==> config.mk <==
export PLATFORM = sky130hd
export DESIGN_NAME = button_debounce
export DESIGN_NICKNAME = d
export VERILOG_FILES = /design/src/rtl/button_debounce_pkg.sv /design/src/rtl/button_debounce_debounce_channel.sv /design/src/rtl/button_debounce.sv
export SDC_FILE = /design/constraint.sdc
export NUM_CORES = 1
export LEC_CHECK = 0
export ABC_AREA = 1
export ABC_CLOCK_PERIOD_IN_PS = 2000
export CORE_UTILIZATION = 55
export CTS_CLUSTER_SIZE = 40
export DETAILED_ROUTE_END_ITERATION = 16
export GPL_TIMING_DRIVEN = 0
export MAX_ROUTING_LAYER = met4
export PLACE_DENSITY = 0.82
export SYNTH_ARGS = -nofsm -noshare
export SYNTH_HDL_FRONTEND = slang
export SYNTH_SLANG_ARGS = --single-unit
==> constraint.sdc <==
create_clock -name sys_clk -period 2 [get_ports sys_clk]
set_input_delay 0.4 -clock sys_clk [delete_from_list [all_inputs] [get_ports sys_clk]]
set_output_delay 0.4 -clock sys_clk [all_outputs]
set_load 0.01 [all_outputs]
==> src/rtl/button_debounce_pkg.sv <==
// Shared constants for the push-button conditioning path: clock rate,
// active-low level encodings and the default debounce / long-press timings.
package button_debounce_pkg;

  localparam int unsigned CLK_HZ = 27000000;

  localparam logic BTN_RELEASED = 1'b1;
  localparam logic BTN_PRESSED  = 1'b0;

  // 10 ms settle time and 1 s hold time at CLK_HZ
  localparam int unsigned DEBOUNCE_CYCLES_DEF = CLK_HZ / 100;
  localparam int unsigned LONG_CYCLES_DEF     = CLK_HZ;

  // Per-channel event bundle for consumers that want all pulses together
  typedef struct packed {
    logic press;
    logic release_evt;
    logic long_press;
  } btn_evt_t;

endpackage : button_debounce_pkg

==> src/rtl/button_debounce_debounce_channel.sv <==
// One button channel: 2-flop synchroniser, debounce counter, long-press timer
// and registered one-cycle press / release / long-press pulses.
module debounce_channel
  import button_debounce_pkg::*;
#(
  parameter int unsigned DEBOUNCE_CYCLES = DEBOUNCE_CYCLES_DEF,
  parameter int unsigned LONG_CYCLES     = LONG_CYCLES_DEF
) (
  input  logic clk_i,
  input  logic rst_ni,
  input  logic btn_n_i,
  output logic btn_n_o,
  output logic press_o,
  output logic release_o,
  output logic long_o
);

  localparam int unsigned DCW = $clog2(DEBOUNCE_CYCLES);
  localparam int unsigned LCW = $clog2(LONG_CYCLES);

  logic           sync1_q, sync2_q;
  logic           level_q, level_d;
  logic [DCW-1:0] deb_cnt_q, deb_cnt_d;
  logic [LCW-1:0] long_cnt_q, long_cnt_d;
  logic           long_done_q, long_done_d;
  logic           press_q, press_d;
  logic           release_q, release_d;
  logic           long_q, long_d;

  // Debounce: the level flips only after DEBOUNCE_CYCLES consecutive disagreements
  always_comb begin
    level_d   = level_q;
    deb_cnt_d = deb_cnt_q;
    press_d   = 1'b0;
    release_d = 1'b0;
    if (sync2_q == level_q) begin
      deb_cnt_d = '0;
    end else if (deb_cnt_q == DCW'(DEBOUNCE_CYCLES - 1)) begin
      level_d   = sync2_q;
      deb_cnt_d = '0;
      press_d   = (sync2_q == BTN_PRESSED);
      release_d = (sync2_q == BTN_RELEASED);
    end else begin
      deb_cnt_d = deb_cnt_q + DCW'(1);
    end
  end

  // Long press: counts from the press edge, fires once, then saturates
  always_comb begin
    long_cnt_d  = long_cnt_q;
    long_done_d = long_done_q;
    long_d      = 1'b0;
    if (level_q == BTN_RELEASED || press_d) begin
      long_cnt_d  = '0;
      long_done_d = 1'b0;
    end else if (!long_done_q) begin
      long_cnt_d = long_cnt_q + LCW'(1);
      if (long_cnt_q == LCW'(LONG_CYCLES - 2)) begin
        long_d      = 1'b1;
        long_done_d = 1'b1;
      end
    end
  end

  always_ff @(posedge clk_i or negedge rst_ni) begin
    if (!rst_ni) begin
      sync1_q     <= BTN_RELEASED;
      sync2_q     <= BTN_RELEASED;
      level_q     <= BTN_RELEASED;
      deb_cnt_q   <= '0;
      long_cnt_q  <= '0;
      long_done_q <= 1'b0;
      press_q     <= 1'b0;
      release_q   <= 1'b0;
      long_q      <= 1'b0;
    end else begin
      sync1_q     <= btn_n_i;
      sync2_q     <= sync1_q;
      level_q     <= level_d;
      deb_cnt_q   <= deb_cnt_d;
      long_cnt_q  <= long_cnt_d;
      long_done_q <= long_done_d;
      press_q     <= press_d;
      release_q   <= release_d;
      long_q      <= long_d;
    end
  end

  assign btn_n_o   = level_q;
  assign press_o   = press_q;
  assign release_o = release_q;
  assign long_o    = long_q;

endmodule : debounce_channel

==> src/rtl/button_debounce.sv <==
// Conditions N raw active-low push-buttons into clean active-low levels plus
// press / release / long-press pulses; channels are fully independent.
module button_debounce
  import button_debounce_pkg::*;
#(
  parameter int unsigned N               = 2,
  parameter int unsigned DEBOUNCE_CYCLES = DEBOUNCE_CYCLES_DEF,
  parameter int unsigned LONG_CYCLES     = LONG_CYCLES_DEF
) (
  input  logic         sys_clk,
  input  logic         sys_rst_n,
  input  logic [N-1:0] btn_n_in,
  output logic [N-1:0] btn_n_out,
  output logic [N-1:0] press_pulse,
  output logic [N-1:0] release_pulse,
  output logic [N-1:0] long_pulse
);

  if (DEBOUNCE_CYCLES < 2) begin : g_bad_debounce
    $error("DEBOUNCE_CYCLES must be at least 2");
  end
  if (LONG_CYCLES <= DEBOUNCE_CYCLES) begin : g_bad_long
    $error("LONG_CYCLES must exceed DEBOUNCE_CYCLES");
  end

  for (genvar i = 0; i < N; i++) begin : g_chan
    debounce_channel #(
      .DEBOUNCE_CYCLES(DEBOUNCE_CYCLES),
      .LONG_CYCLES    (LONG_CYCLES)
    ) u_chan (
      .clk_i    (sys_clk),
      .rst_ni   (sys_rst_n),
      .btn_n_i  (btn_n_in[i]),
      .btn_n_o  (btn_n_out[i]),
      .press_o  (press_pulse[i]),
      .release_o(release_pulse[i]),
      .long_o   (long_pulse[i])
    );
  end

endmodule : button_debounce
==> results of run 1 <==
-- flip-flops by register name, indices dropped and copies added, names as in the netlist --
name / flops
g_chan.u_chan.long_done_q: 2
g_chan.u_chan.long_cnt_q: 50
g_chan.u_chan.press_o: 2
g_chan.u_chan.long_o: 2
g_chan.u_chan.sync2_q: 2
g_chan.u_chan.deb_cnt_q: 38
g_chan.u_chan.release_o: 2
g_chan.u_chan.btn_n_o: 2
g_chan.u_chan.sync1_q: 2
-- through the flow --
| stage | setup slack (ps) | std cells | setup TNS [ps] | util (%) |
|---|---|---|---|---|
| 2_1_floorplan | 512.3 | 753 | 0 | - |
| 3_3_place_gp | -3192 | 897 | -317690 | 59.34 |
| 3_5_place_dp | 188.0 | 898 | 0 | 59.60 |
| 4_1_cts | 8.955 | 915 | 0 | 61.88 |
| 5_1_grt | 45.34 | 915 | 0 | 61.96 |
| 6_report | 196.1 | 915 | 0 | 61.96 |
-- layout by cell type, fill, tap and decap left out, types with 11 or more instances in the layout --
master,instances
a21oi_1,26
o21ai_0,21
nand2_1,175
nand3_1,53
nand4_1,19
xor2_1,12
inv_1,98
nor3_1,21
buf_4,11
nor2_1,163
dfrtp_1,96
-- worst min path at each step --
stage | slack [ps] | to | cells after the start
after global placement | 350 | g_chan[0].u_chan.sync2_q$_DFF_PN1_ | 0
after floorplan | 100 | g_chan[0].u_chan.deb_cnt_q[0]$_DFF_PN0_ | 0
after CTS | 20 | g_chan[0].u_chan.long_cnt_q[1]$_DFFE_PN0P_ | 1
after global routing | 40 | g_chan[1].u_chan.deb_cnt_q[5]$_DFF_PN0_ | 1
final | 10 | g_chan[0].u_chan.long_cnt_q[20]$_DFFE_PN0P_ | 1
after detailed placement | 350 | g_chan[0].u_chan.sync2_q$_DFF_PN1_ | 0
-- layer usage --
layer  track usage [%]  wire length, um  part of all wire, %  up-vias
li1                  -                -                    -     2413
met5                 -                0                    0        -
met1             29.57             5041                   44     2244
met4             8.022              193                  1.7        0
met3             6.156              549                  4.8       16
met2             42.23             5703                   50      121
-- power by group --
group	switching [W]	total [W]	internal, W
clock network	0.000783	0.00139	0.000608
registers	0.0000111	0.00209	0.00208
logic	0.0000649	0.0000876	0.0000227
total	0.000859	0.00357	0.00271
-- critical path: stages (launching register included) --
cell     delay [ps]
dfrtp_1         400
ha_1            210
nand3_1         190
inv_1           120
nand3_1          80
nor2_1          260
nor2_1          170
inv_2           190
nor2_1           70
-- layout make-up --
cell class | instances | area (um2) | area share [%]
Multi-Input combinational cell | 535 | 2490 | 41.12
Buffer | 14 | 93.84 | 1.550
Clock inverter | 7 | 91.34 | 1.508
Sequential cell | 102 | 2560 | 42.27
Inverter | 102 | 382.9 | 6.322
Clock buffer | 9 | 123.9 | 2.045
Tap cell | 133 | 166.4 | 2.748
Timing Repair Buffer | 13 | 147.6 | 2.438
-- logic make-up after synthesis --
| family | count (synthesis) | share of synthesized area [%] |
|---|---|---|
| AOI/OAI and AO/OA | 59 | 5.889 |
| xor gates and xnor gates | 17 | 2.695 |
| adders and majority gates | 6 | 1.359 |
| buffers and inverters | 116 | 8.630 |
| DFF | 102 | 46.34 |
| and+or+nand+nor | 453 | 35.08 |
-- repair_timing --
item                                    4_1_cts  5_1_grt
cloned                                        0        0
resized for setup                             0        3
pin swaps                                     0        0
endpoints found under the hold margin         0        0
endpoints found under the setup margin        1        4
setup buffers                                 1        0
==> impl_metrics.tcl, run 1 <==
set metrics [dict create \
    outcome "complete, no violations" \
    fin_total_pwr_w 0.003568 \
    cts.sinks 102 \
    fmax_mhz 554.4 \
    yosysSeqAreaShare_pct 46.34 \
    dpl-instance-area_mm2 0.005826 \
    cts_tree "yes" \
    powerDensity_mw_per_mm2 589.3 \
    num_vias 4794 \
    antenna_found_initial 0 \
    port_buffers 11 \
    yosysWarnings 0 \
    arrival_ps 2080 \
    crit-reg2reg-launch "g_chan[1].u_chan.deb_cnt_q[0]$_DFF_PN0_" \
    die-area_mm2 0.01045 \
    cap_violations 0 \
    first_pass_iters 4 \
    grt_setup_unrepaired "false" \
    clockRootBuffer "clkbuf_8" \
    period_share_pct 90.20 \
    crit_required_ps 2280 \
    yosysMostFrequentCell "nand2_1" \
    clock_latency_ps 380 \
    worstMarginPinSlew_ps 564.3 \
    r2r_end "g_chan[1].u_chan.deb_cnt_q[3]$_DFF_PN0_" \
    drtIter0Drc 266 \
    synth_top_cells_by_area "dfrtp_1 (43%), nand2_1 (12%), nor2_1 (11%)" \
    row_count 36 \
    grt_pass1_vias 4616 \
    syn_nets 763 \
    synth-edff-count 0 \
    max-vdd-ir-drop_mv 0.4411 \
    final_area_mm2 0.006056 \
    ant_nets 0 \
    startpoint_type "flip-flop" \
    reg2reg_depth 8 \
    yosysTopAreaCell "dfrtp_1" \
    p_leak_nw 2.945 \
    area_growth_pct 9.626 \
    r2r_slack_ps 200 \
    die_height_um 102.2 \
    clk_path_buf_depth 2 \
    drv_slew 0 \
    startpoint "g_chan[1].u_chan.deb_cnt_q[0]$_DFF_PN0_" \
    worstSetupEndpointType "flip-flop" \
    ys_ff_latch 102 \
    hpwl_mm 8.200 \
    grt_usage_pct 25.09 \
    finalWeightedCongestion 0.8977 \
    grt.overflow.total 0 \
    synth.distinct_cells 35 \
    grt_max_degree 60 \
    slew_headroom_pct 62.38 \
    period_needed_ps 1804 \
    skew_ps 8.040 \
    ys.flop_type "dfrtp_1" \
    routed_wirelength_mm 11.49 \
    grt_pass1_wl_mm 19.89 \
    die_w_um 102.2 \
    crit_type "reg2reg" \
    cts_made_buffers 9 \
    netlist_instances 753 \
    endpoint "g_chan[1].u_chan.deb_cnt_q[3]$_DFF_PN0_" \
    hold_ws_ps 11.05 \
    yosys-top-cells-count "nand2_1 (176), nor2_1 (163), inv_1 (98)" \
    finalSetupViolations 0 \
    n_fill_cell 883 \
    netlist.area_leader.share_pct 43.49 \
    avgSynthCellArea_um2 7.336 \
    core_mm2 0.009774 \
    path_clk_slew_ps 110 \
    avgViaCountPerCell 5.239 \
    h-tree-depth 3 \
    pin_count 12 \
    antenna_cells 0 \
    post_route_cells_drive_above_1_share_pct 6.905 \
    drc_errors 0 \
    final_nets 787 \
    hold_viol_final 0 \
    crit_fanout 10 \
    routedWlPerCell_um 12.55 \
    synth-async-reset-ratio_pct 100.0 \
    ctsHoldBuffers 0 \
    start_util_pct 56.52 \
    hold_class "in2async" \
    syn-cell-area_mm2 0.005524 \
]
Power figures use the tool's default switching activity.
==> inputs of run 2 (changes only) <==
--- a/config.mk
+++ b/config.mk
@@ -8,10 +8,9 @@
 export ABC_AREA = 1
 export ABC_CLOCK_PERIOD_IN_PS = 2000
 export CORE_UTILIZATION = 55
-export CTS_CLUSTER_SIZE = 40
+export CTS_CLUSTER_SIZE = 25
 export DETAILED_ROUTE_END_ITERATION = 16
 export GPL_TIMING_DRIVEN = 0
-export MAX_ROUTING_LAYER = met4
 export PLACE_DENSITY = 0.82
 export SYNTH_ARGS = -nofsm -noshare
 export SYNTH_HDL_FRONTEND = slang
==> impl_metrics.tcl, run 2 (synthesized netlist as in run 1, its figures left out) <==
set metrics [dict create \
    outcome "complete, no violations" \
    pin_count 12 \
    path_clk_slew_ps 100 \
    n_fill_cell 858 \
    cts_made_buffers 9 \
    grt_setup_unrepaired "false" \
    worstSetupEndpointType "primary output" \
    cts.sinks 102 \
    final_cell_mix "nand2_1 (176), nor2_1 (163), inv_1 (98), dfrtp_1 (96), nand3_1 (53)" \
    grt_pass1_vias 4700 \
    row_count 36 \
    first_pass_iters 5 \
    fmax_mhz 518.4 \
    start_util_pct 56.52 \
    p_leak_nw 2.924 \
    grt.overflow.total 0 \
    met3_usage_pct 4.856 \
    clk_path_buf_depth 2 \
    period_needed_ps 1929 \
    grt_usage_pct 24.93 \
    die_w_um 102.2 \
    die_height_um 102.2 \
    grt_max_degree 57 \
    startpoint_type "flip-flop" \
    crit_type "reg2out" \
    final_area_mm2 0.006056 \
    hold_ws_ps 63.30 \
    core_mm2 0.009774 \
    max-vdd-ir-drop_mv 0.3562 \
    arrival_ps 1530 \
    hpwl_mm 8.578 \
    regArea_mm2 0.002560 \
    routedWlPerCell_um 12.75 \
    powerDensity_mw_per_mm2 600.2 \
    worstMarginPinSlew_ps 716.1 \
    crit_required_ps 1600 \
    routed_wirelength_mm 11.67 \
    drtIter0Drc 244 \
    hold_class "in2async" \
    multi_input_area_mm2 0.002487 \
    reg2reg_depth 8 \
    h-tree-depth 3 \
    grt_use_met1_pct 29.73 \
    crit_fanout 2 \
    final_common_cell "nand2_1" \
    top_register "g_chan.u_chan.long_cnt_q" \
    die-area_mm2 0.01045 \
    reg_top3 "g_chan.u_chan.long_cnt_q (50), g_chan.u_chan.deb_cnt_q (38)" \
    grt_pass1_wl_mm 20.55 \
    clock_latency_ps 380 \
    finalWeightedCongestion 0.9051 \
    period_share_pct 96.45 \
    antenna_found_initial 0 \
    largest_reg_flops 50 \
    hold_viol_final 0 \
    grtUsageMet2_pct 45.12 \
    avgViaCountPerCell 5.285 \
    finalSetupViolations 0 \
    clockRootBuffer "clkbuf_8" \
    antenna_cells 0 \
    drv_slew 0 \
    postLayoutCoreUtil_pct 61.96 \
    num_vias 4836 \
    skew_ps 12.15 \
    cap_violations 0 \
    drc_errors 0 \
    ant_nets 0 \
    final_nets 787 \
    top_usage_layer "met2" \
    cts_tree "yes" \
    area_growth_pct 9.626 \
    slew_headroom_pct 52.26 \
    port_buffers 11 \
    dpl-instance-area_mm2 0.005826 \
    post_route_cells_drive_above_1_share_pct 6.650 \
]
run 2: cell types whose count changed in the layout (fill, tap and decap cells not counted), sizes merged:
cell,before,now
inv,105,104
dlymetal6s2s,2,1
clkbuf,11,12
clkdlybuf4s50,8,9
clkinv,2,0
bufinv,1,2
clkinvlp,1,2
run 2: final cells by class:
| cell class | instances | share of cell area [%] |
|---|---|---|
| sequential | 102 | 42.27 |
| multi-input combinational | 535 | 41.07 |
| inverter | 102 | 6.322 |
| tap | 133 | 2.748 |
| timing repair buffer | 13 | 2.397 |
| clock buffer | 10 | 2.107 |
| buffer | 14 | 1.550 |
| clock inverter | 6 | 1.529 |
run 2: worst paths after layout:
kind | start | to | slack, ps
setup / recovery | g_chan[1].u_chan.btn_n_o$_DFFE_PN1P_ | btn_n_out[1] | 70
hold / removal | sys_rst_n | g_chan[0].u_chan.long_cnt_q[20]$_DFFE_PN0P_ | 60
setup reg to reg | g_chan[1].u_chan.btn_n_o$_DFFE_PN1P_ | g_chan[1].u_chan.long_cnt_q[15]$_DFFE_PN0P_ | 130
hold reg to reg | g_chan[0].u_chan.sync1_q$_DFF_PN1_ | g_chan[0].u_chan.sync2_q$_DFF_PN1_ | 360
max in group asynchronous | sys_rst_n | g_chan[0].u_chan.btn_n_o$_DFFE_PN1P_ | 1200
min in group sys_clk | g_chan[0].u_chan.sync1_q$_DFF_PN1_ | g_chan[0].u_chan.sync2_q$_DFF_PN1_ | 360
run 2: report_power, final:
part / internal (W) / leakage (nW) / switching (W) / total (W)
Sequential: 0.00208 / 1.37 / 0.0000102 / 0.00209
Clock: 0.000714 / 0.104 / 0.000746 / 0.00146
Combinational: 0.0000223 / 1.45 / 0.0000640 / 0.0000863
Total: 0.00281 / 2.92 / 0.000820 / 0.00363
run 2: critical path, cell delays in order, from the launching register on:
cell	delay [ps]
dfstp_2	540
buf_4	90
clkdlybuf4s50_1	520
run 2: repair_timing:
item	CTS	global route
hold buffers	0	0
setup endpoints to repair	1	1
buffers inserted	1	0
cloned	0	0
gates resized for setup	0	1
run 2: metrics by stage:
| step | total power (W) | setup slack, ps | TNS, ps | std cells |
|---|---|---|---|---|
| 6_report | 0.003635 | 70.93 | 0 | 915 |
| 3_5_place_dp | 0.002219 | 171.1 | 0 | 898 |
| 4_1_cts | 0.003676 | 18.76 | 0 | 915 |
| 3_3_place_gp | 0.002209 | -3192 | -317550 | 897 |
| 2_1_floorplan | 0.002155 | 512.3 | 0 | 753 |
| 5_1_grt | 0.003760 | 7.738 | 0 | 915 |
run 2: layer usage:
layer	part of all wire, %	up-vias
li1	-	2415
met1	44	2323
met2	51	81
met3	3.2	17
met4	1.3	0
met5	0	-
